`config.mk`:
```
export PLATFORM = sky130hd
export DESIGN_NAME = rf_wport_arbiter
export DESIGN_NICKNAME = d
export VERILOG_FILES = /design/src/rtl/rf_wport_arbiter.sv
export SDC_FILE = /design/constraint.sdc
export NUM_CORES = 1
export LEC_CHECK = 0
export CORE_MARGIN = 1.5
export CORE_UTILIZATION = 45
export CTS_CLUSTER_DIAMETER = 80
export DETAILED_ROUTE_END_ITERATION = 12
export GPL_TIMING_DRIVEN = 0
export PLACE_DENSITY = 0.82
export SLEW_MARGIN = 40
export SYNTH_ARGS = -nofsm -noshare
export SYNTH_HDL_FRONTEND = slang
export SYNTH_SLANG_ARGS = --single-unit
```
`constraint.sdc`:
```
create_clock -name clk -period 3.9 [get_ports clk]
set_input_delay 0.585 -clock clk [delete_from_list [all_inputs] [get_ports clk]]
set_output_delay 0.585 -clock clk [all_outputs]
set_load 0.05 [all_outputs]
```
`src/rtl/rf_wport_arbiter.sv`:
```
`default_nettype none
// ============================================================================
// Module      : rf_wport_arbiter
// Description : Arbitrates the single register-file write port among the
//               pipeline writeback (WB), the multiply/divide unit (MD) and
//               the load-return path (LD). WB has priority. MD and LD share
//               the port through a round-robin pointer. A starvation counter
//               stalls WB for one cycle when MD/LD have been blocked for too
//               long. A per-register pending scoreboard feeds the read
//               hazard checks.
// Ports       : clk, rst                  - clock, async active-high reset
//               wb_en/wb_add/wb_data      - WB write request
//               md_valid/md_add/md_data   - MD result, md_ready accepts it
//               ld_valid/ld_add/ld_data   - LD result, ld_ready accepts it
//               stall_wb                  - registered WB hold request
//               pend_set/pend_add         - mark a destination pending
//               chk_add1/2, busy1/2       - read hazard checks
//               rf_wr_en/add/data         - registered RF write port
// Revision    : 1.0 - initial release
// ============================================================================
module rf_wport_arbiter #(
    parameter int STARVE_MAX = 4,
    parameter int ADDR_W     = 5,
    parameter int DATA_W     = 32
) (
    input  logic              clk,
    input  logic              rst,
    input  logic              wb_en,
    input  logic [ADDR_W-1:0] wb_add,
    input  logic [DATA_W-1:0] wb_data,
    input  logic              md_valid,
    input  logic [ADDR_W-1:0] md_add,
    input  logic [DATA_W-1:0] md_data,
    output logic              md_ready,
    input  logic              ld_valid,
    input  logic [ADDR_W-1:0] ld_add,
    input  logic [DATA_W-1:0] ld_data,
    output logic              ld_ready,
    output logic              stall_wb,
    input  logic              pend_set,
    input  logic [ADDR_W-1:0] pend_add,
    input  logic [ADDR_W-1:0] chk_add1,
    input  logic [ADDR_W-1:0] chk_add2,
    output logic              busy1,
    output logic              busy2,
    output logic              rf_wr_en,
    output logic [ADDR_W-1:0] rf_wr_add,
    output logic [DATA_W-1:0] rf_wr_data
);

    localparam int NREG  = 1 << ADDR_W;
    localparam int CNT_W = $clog2(STARVE_MAX + 1);
    localparam logic [CNT_W-1:0] C_STARVE_MAX  = CNT_W'(STARVE_MAX);
    localparam logic [CNT_W-1:0] C_STARVE_LAST = CNT_W'(STARVE_MAX - 1);

    typedef enum logic {
        RR_MD = 1'b0,
        RR_LD = 1'b1
    } rr_t;

    rr_t               r_rr;
    logic [CNT_W-1:0]  r_wait_cnt;
    logic              r_stall_wb;
    logic [NREG-1:0]   r_pend;
    logic              r_wr_en;
    logic [ADDR_W-1:0] r_wr_add;
    logic [DATA_W-1:0] r_wr_data;

    logic              w_wb_grant;
    logic              w_md_grant;
    logic              w_ld_grant;
    logic              w_lu_grant;
    logic              w_any_grant;
    logic              w_blocked;
    logic [ADDR_W-1:0] w_win_add;
    logic [DATA_W-1:0] w_win_data;
    logic [NREG-1:0]   w_pend_next;

    // Grants are forced low during reset so no producer sees a handshake
    // that the register stage is about to discard.
    assign w_wb_grant = ~rst & wb_en & ~r_stall_wb;
    assign w_md_grant = ~rst & ~w_wb_grant & md_valid & (~ld_valid | (r_rr == RR_MD));
    assign w_ld_grant = ~rst & ~w_wb_grant & ld_valid & (~md_valid | (r_rr == RR_LD));
    assign w_lu_grant  = w_md_grant | w_ld_grant;
    assign w_any_grant = w_wb_grant | w_lu_grant;
    // A long-latency result is waiting but WB took the port.
    assign w_blocked   = (md_valid | ld_valid) & ~w_lu_grant;

    always_comb begin
        w_win_add  = wb_add;
        w_win_data = wb_data;
        if (w_md_grant) begin
            w_win_add  = md_add;
            w_win_data = md_data;
        end else if (w_ld_grant) begin
            w_win_add  = ld_add;
            w_win_data = ld_data;
        end
    end

    // Clears from accepted transfers are applied first so a same-cycle
    // pend_set to the same register wins.
    always_comb begin
        w_pend_next = r_pend;
        if (w_md_grant) w_pend_next[md_add] = 1'b0;
        if (w_ld_grant) w_pend_next[ld_add] = 1'b0;
        if (pend_set && (pend_add != '0)) w_pend_next[pend_add] = 1'b1;
        w_pend_next[0] = 1'b0;
    end

    always_ff @(posedge clk or posedge rst) begin
        if (rst) begin
            r_rr       <= RR_MD;
            r_wait_cnt <= '0;
            r_stall_wb <= 1'b0;
            r_pend     <= '0;
            r_wr_en    <= 1'b0;
            r_wr_add   <= '0;
            r_wr_data  <= '0;
        end else begin
            r_wr_en <= w_any_grant & (w_win_add != '0);
            if (w_any_grant) begin
                r_wr_add  <= w_win_add;
                r_wr_data <= w_win_data;
            end

            if (w_md_grant)      r_rr <= RR_LD;
            else if (w_ld_grant) r_rr <= RR_MD;

            if (w_lu_grant)
                r_wait_cnt <= '0;
            else if (w_blocked && (r_wait_cnt != C_STARVE_MAX))
                r_wait_cnt <= r_wait_cnt + CNT_W'(1);

            // One-cycle WB hold once the wait count is about to hit the
            // limit; the stall cycle itself always grants MD/LD, so it
            // never needs to be extended.
            r_stall_wb <= ~r_stall_wb & w_blocked & (r_wait_cnt >= C_STARVE_LAST);

            r_pend <= w_pend_next;
        end
    end

    // The registered-write term covers the cycle between acceptance and the
    // register file actually holding the value. r0 is never pending and
    // never written, the explicit address test just makes that obvious.
    assign busy1 = (chk_add1 != '0) &
                   (r_pend[chk_add1] | (r_wr_en & (r_wr_add == chk_add1)));
    assign busy2 = (chk_add2 != '0) &
                   (r_pend[chk_add2] | (r_wr_en & (r_wr_add == chk_add2)));

    assign md_ready   = w_md_grant;
    assign ld_ready   = w_ld_grant;
    assign stall_wb   = r_stall_wb;
    assign rf_wr_en   = r_wr_en;
    assign rf_wr_add  = r_wr_add;
    assign rf_wr_data = r_wr_data;

endmodule
`default_nettype wire
```
==> results of run 1 <==
==> final timing paths <==
check                                     startpoint                          to  slack [ns]
min reg2reg                rf_wr_data[8]$_DFFE_PP0P_   rf_wr_data[8]$_DFFE_PP0P_        0.48
min in group asynchronous                        rst    rf_wr_add[1]$_DFFE_PP0P_        0.64
max in group asynchronous                        rst  rf_wr_data[31]$_DFFE_PP0P_        2.74
max                                      chk_add1[1]                       busy1         0.1
min                        rf_wr_data[8]$_DFFE_PP0P_   rf_wr_data[8]$_DFFE_PP0P_        0.48
max reg2reg                       stall_wb$_DFF_PP0_  rf_wr_data[29]$_DFFE_PP0P_        1.68
==> metrics by stage <==
stage	setup slack, ns	total power [mW]	TNS (ns)	hold slack, ns
final	0.0957	3.59	0	0.478
after global routing	0.0130	3.77	0	0.495
after CTS	0.0341	3.60	0	0.483
after detailed placement	-0.0629	3.10	-0.0629	0.466
after global placement	-1.89	3.04	-89.82	0.458
after floorplan	0.0470	2.40	0	0.471
==> cell usage after synthesis, drive strengths merged, types with 2 or more instances <==
library cell,count,area share
nor3,8,0.0085
clkbuf,18,0.014
mux4,15,0.081
nor2b,4,0.0053
nand4,8,0.011
a22o,27,0.050
nor2,55,0.044
a22oi,25,0.040
and3b,5,0.0093
a21oi,9,0.0096
and3,5,0.0066
nand2,7,0.0056
a211oi,34,0.054
a32oi,2,0.0037
mux2i,40,0.085
a222oi,5,0.011
nor3b,8,0.014
a2111oi,2,0.0037
buf,20,0.024
nand2b,4,0.0053
a31oi,2,0.0027
inv,7,0.0056
nand3,2,0.0021
xor2,8,0.015
ha,3,0.0080
a21o,32,0.051
dfrtp,74,0.39
xnor2,3,0.0056
a32o,4,0.0085
nor4,3,0.0040
==> per-layer routing <==
metal,part of all wire,global-route usage
met3,0.097,0.0699
met1,0.38,0.352
met2,0.48,0.478
met4,0.035,0.133
met5,0,0
==> what timing repair did <==
action | CTS | global route
resized for setup | 1 | 1
endpoints found under the setup margin | 1 | 1
endpoints found under the hold margin | 0 | 0
pin swaps | 0 | 0
==> state kept, by name, summed over array words and instances, names as in the netlist <==
signal / count
r_rr: 1
rf_wr_data: 32
stall_wb: 1
r_wait_cnt: 3
r_pend: 31
rf_wr_add: 5
rf_wr_en: 1
==> cell type report <==
type | instances | share of cell area
tap | 136 | 0.0251
buffer | 38 | 0.0267
timing repair buffer | 173 | 0.258
clock inverter | 1 | 0.000737
clock buffer | 11 | 0.0208
sequential | 74 | 0.273
multi-input combinational | 330 | 0.391
inverter | 8 | 0.00516
==> where the power goes <==
group	internal, mW	total [mW]	switching [mW]	leakage (nW)
clock	0.233	0.495	0.262	0.0770
sequential	1.04	1.24	0.200	0.886
combinational	0.776	1.86	1.08	1.91
total	2.05	3.59	1.55	2.88
==> worst max-delay path, cell delays in order <==
cell             delay [ns]
clkdlybuf4s50_1        0.53
buf_2                  0.30
mux2i_1                0.13
mux4_2                 0.48
o2111ai_1              0.19
o221a_2                0.20
clkdlybuf4s50_1        0.79
==> kinds of logic (layout without fill, tap and decap cells) <==
family	after synthesis	in the layout
AOI/OAI and AO/OA	147	147
and+or+nand+nor	113	113
DFF	74	74
muxes	56	56
buffers and inverters	46	231
xor gates and xnor gates	11	11
adders and majority gates	3	3
==> cells in the final DEF, fill, tap and decap left out, types with 3 or more instances in the layout <==
cell               n
nor3b_1            7
mux2i_1           40
mux4_2             3
nor3_1             6
nor2b_1            4
nand4_1            8
dfrtp_1           74
a22o_1            27
a222oi_1           5
and3b_1            5
clkbuf_1          19
nor4_1             3
xor2_1             8
a21o_1            32
buf_1              6
nand2_1            7
mux4_1            12
ha_1               3
buf_6              3
nand2b_1           4
buf_2             10
a22oi_1           25
a32o_1             4
clkbuf_8          10
inv_1              6
a211oi_1          34
a21oi_1            9
xnor2_1            3
clkdlybuf4s50_1  170
nor2_1            55
and3_1             5
==> impl_metrics.ini, run 1 <==
[logic_synthesis]
syn_avg_cell_area_sq_um = 10.5
synth-xor-area-share = 0.0205
synth.distinct_cells = 46
synth.area.mux_share = 0.169
synth_fa_ha_area_frac = 0.00797
synth_area_sq_um = 4710
yosysSeqAreaShare = 0.393
synth_top_family_by_area = compound AO/OA/AOI/OAI gates
ys_ff_latch = 74
syn_nets = 585
ys_warn_count = 0
synthCells = 450
synth_compound_area_frac = 0.244
synth-main-ff-cell = dfrtp_1
async_reset_ff_frac = 1.00
synth-simple-area-share = 0.121
synth_edf_count = 0

[clock_network]
cts.htree.levels = 3
clk_latency_ns = 0.35
cts_buffers = 9
clockRootBuffer = clkbuf_8
ctsHoldBuffers = 0
post_cts_buffers = 0
max-clock-path-buffers = 2
path_clk_slew_ns = 0.07
cts_sinks = 74
tritoncts = done

[outcome]
status = completed

[routing]
ant_nets = 0
wire_per_inst_um = 20.3
routed_wl_mm = 15.6
drt_iter0_markers = 382
viasPerCell = 6.16
drt_first_pass_iters = 8
route.detailed.drc = 0
dr_total_vias = 4749

[critical_path]
critPathKind = in -> out
reg2reg_depth = 6
cp_max_fo = 10
setup.worst_path.end_class = output port
critPathLaunchType = input port
cp.arrival_ns = 3.22
required_ns = 3.31

[grt]
overflow = 0
track_usage = 0.287
antenna_found_initial = 0
grt_pass1_wl_mm = 24.6
grt_pass1_vias = 4893
grt_max_degree = 57

[die]
die-area_sq_um = 11100
io-pin-count = 175
die_w_um = 105
die_y_um = 105
start_util = 0.460
coreArea_sq_um = 10200
num_rows = 37

[finish]
instances_no_fill = 771
fillCellCount = 805
layout.area.seq_sq_um = 1850
fin_area_sq_um = 6790
drive_above_1_share = 0.0551
finish.net_count = 769
multi_input_area_sq_um = 2660
n_antenna_cell = 0
area_growth_pct = 44.2
fin_util = 0.664

[min_path]
min_delay_path_depth = 1
hold_class = reg -> reg

[place]
place_inst = 759
hpwl_mm = 11.7
io_buffers = 172
gp_congestion = 0.960
placed_cell_area_sq_um = 6640

[sta]
final-hold-violation-count = 0
min_period_ns = 3.80
period_share = 0.975
relSlewSlack = 0.484
slew_viol_final = 0
rsz0062_at_grt = false
fin_worst_skew_ns = 0.00481
tightest_slew_ns = 0.771
setup_viol = 0
max_freq_mhz = 263

[job]
cap_violations = 0

[power_and_ir_drop]
power_leakage_nw = 2.88
power.density_nw_per_um2 = 529
vdd_drop_max_mv = 0.414
Note: power is estimated with default switching activity, not from simulation.
==> run 2: changes to the inputs <==
- clock period: 3.9 -> 4.2 ns (I/O delays scaled with it)
==> run 2 against run 1 <==
  * Clock power fell by 7.1%
  * Sequential power fell by 7%
  * Total power fell by 7.0%
  * Register-to-register slack improved by 0.30 ns
  * Clock-buffer cell count did not move
  * Final area barely moved
  * Die area did not move
  * Setup slack improved by 0.20 ns
  * Sequential cell count did not move
  * Wire length barely moved
  * Critical endpoint unchanged
==> impl_metrics.ini, run 2 (synthesized netlist as in run 1, its figures left out) <==
[outcome]
status = completed

[finish]
multi_input_area_sq_um = 2660
largest_reg_flops = 32
layout.area.seq_sq_um = 1850
mostFrequentLayoutCell = clkdlybuf4s50_1
finish.net_count = 769
final_cell_mix = 171 x clkdlybuf4s50_1, 74 x dfrtp_1, 55 x nor2_1
drive_above_1_share = 0.0551
fillCellCount = 804
fin_util = 0.664
area_growth_pct = 44.2
n_antenna_cell = 0

[grt]
overflow = 0
antenna_found_initial = 0
grt_pass1_vias = 4921
gr-usage-met3 = 0.0724
grt_use_met1 = 0.349
gr-usage-met2 = 0.479
grt_max_degree = 57
grt_pass1_wl_mm = 24.6
track_usage = 0.288
grt_busiest_layer = met2

[sta]
final-hold-violation-count = 0
whs_ns = 0.479
max_freq_mhz = 256
relSlewSlack = 0.488
min_period_ns = 3.90
fin_worst_skew_ns = 0.00483
finalWorstSetupSlack_ns = 0.296
slew_viol_final = 0
fin_setup_tns_ns = 0
setup_viol = 0
tightest_slew_ns = 0.765
rsz0062_at_grt = false
period_share = 0.930

[place]
gp_congestion = 0.960
io_buffers = 172
dp_slack_ns = 0.147
hpwl_mm = 11.7

[critical_path]
critPathKind = in -> out
critPathLaunchType = input port
cp.arrival_ns = 3.27
r2r-start = stall_wb$_DFF_PP0_
setup.worst_path.end_class = output port
reg2reg_slack_ns = 1.98
rr_endpoint = rf_wr_data[29]$_DFFE_PP0P_
required_ns = 3.57
cp_max_fo = 10
reg2reg_depth = 6
startpoint = chk_add1[1]

[die]
die_y_um = 105
die_w_um = 105
start_util = 0.460
num_rows = 37
io-pin-count = 175
coreArea_sq_um = 10200
die-area_sq_um = 11100

[min_path]
hold_class = reg -> reg
min_delay_path_depth = 1
holdPathEnd = rf_wr_data[8]$_DFFE_PP0P_
hold_path.startpoint = rf_wr_data[8]$_DFFE_PP0P_

[routing]
drt_iter0_markers = 431
dr_total_vias = 4795
viasPerCell = 6.22
wire_per_inst_um = 20.3
drt_first_pass_iters = 7
ant_nets = 0
route.detailed.drc = 0
routed_wl_mm = 15.6

[clock_network]
max-clock-path-buffers = 2
tritoncts = done
cts.htree.levels = 3
cts_buffers = 9
clk_latency_ns = 0.35
path_clk_slew_ns = 0.07
clockRootBuffer = clkbuf_8
ctsHoldBuffers = 0
cts_sinks = 74

[power_and_ir_drop]
vdd_drop_max_mv = 0.385
power.density_nw_per_um2 = 491
power_leakage_nw = 2.87

[job]
cap_violations = 0
-- run 2: changes by cell type in the layout (fill, tap and decap cells not counted), sizes merged --
| cell | before | now |
|---|---|---|
| dlygate4sd2 | 1 | 0 |
| clkdlybuf4s50 | 170 | 171 |
-- run 2: area by class of cell --
| class | count | share of cell area |
|---|---|---|
| clock inverters | 1 | 0.000737 |
| well taps | 136 | 0.0250 |
| plain buffers | 38 | 0.0267 |
| clock buffers | 11 | 0.0208 |
| repair buffers | 173 | 0.258 |
| flip-flops and latches | 74 | 0.273 |
| multi-input cells | 330 | 0.391 |
| inverters | 8 | 0.00516 |
-- run 2: metal layers --
| layer | wire (um) | up-vias | share of wire |
|---|---|---|---|
| met4 | 577 | 0 | 0.037 |
| met2 | 7470 | 330 | 0.48 |
| met3 | 1600 | 64 | 0.10 |
| met5 | 0 | - | 0 |
| li1 | - | 2122 | - |
| met1 | 5980 | 2279 | 0.38 |
-- run 2: metrics by stage --
step	total power, mW	instances	cell area (sq um)
finish	3.34	771	6790
global route	3.50	771	6790
CTS	3.34	771	6790
detailed placement	2.87	759	6640
global placement	2.82	758	6600
floorplan	2.23	450	4710
-- run 2: worst max-delay path by stage --
| stage | slack [ns] | cells past startpoint | end |
|---|---|---|---|
| final | 0.30 | 7 | busy1 |
| after global routing | 0.15 | 7 | ld_ready |
| after detailed placement | 0.15 | 8 | busy2 |
| after floorplan | 0.30 | 7 | r_pend[29]$_DFF_PP0_ |
| after CTS | 0.12 | 8 | busy2 |
| after global placement | -1.68 | 5 | md_ready |
-- run 2: report_power, final --
part           total [mW]  internal [mW]  switching (mW)  leakage, nW
registers            1.15          0.961           0.187        0.886
logic                1.73          0.723            1.01         1.90
clock network       0.460          0.217           0.243       0.0770
total                3.34           1.90            1.44         2.87
-- run 2: critical path, stage by stage --
cell,delay [ns]
clkdlybuf4s50_1,0.53
buf_2,0.31
mux2i_1,0.14
mux4_2,0.48
o2111ai_1,0.19
o221a_2,0.20
clkdlybuf4s50_1,0.79
-- run 2: what timing repair did --
| action | CTS | global route |
|---|---|---|
| endpoints found under the setup margin | 0 | 1 |
| resized for setup | 0 | 1 |
| setup buffers | 0 | 0 |
==> run 3: changes to the inputs <==
- HOLD_SLACK_MARGIN: default -> 0.15
==> results of run 3 <==
The final DEF is identical to that of run 2; final timing and power are the same.
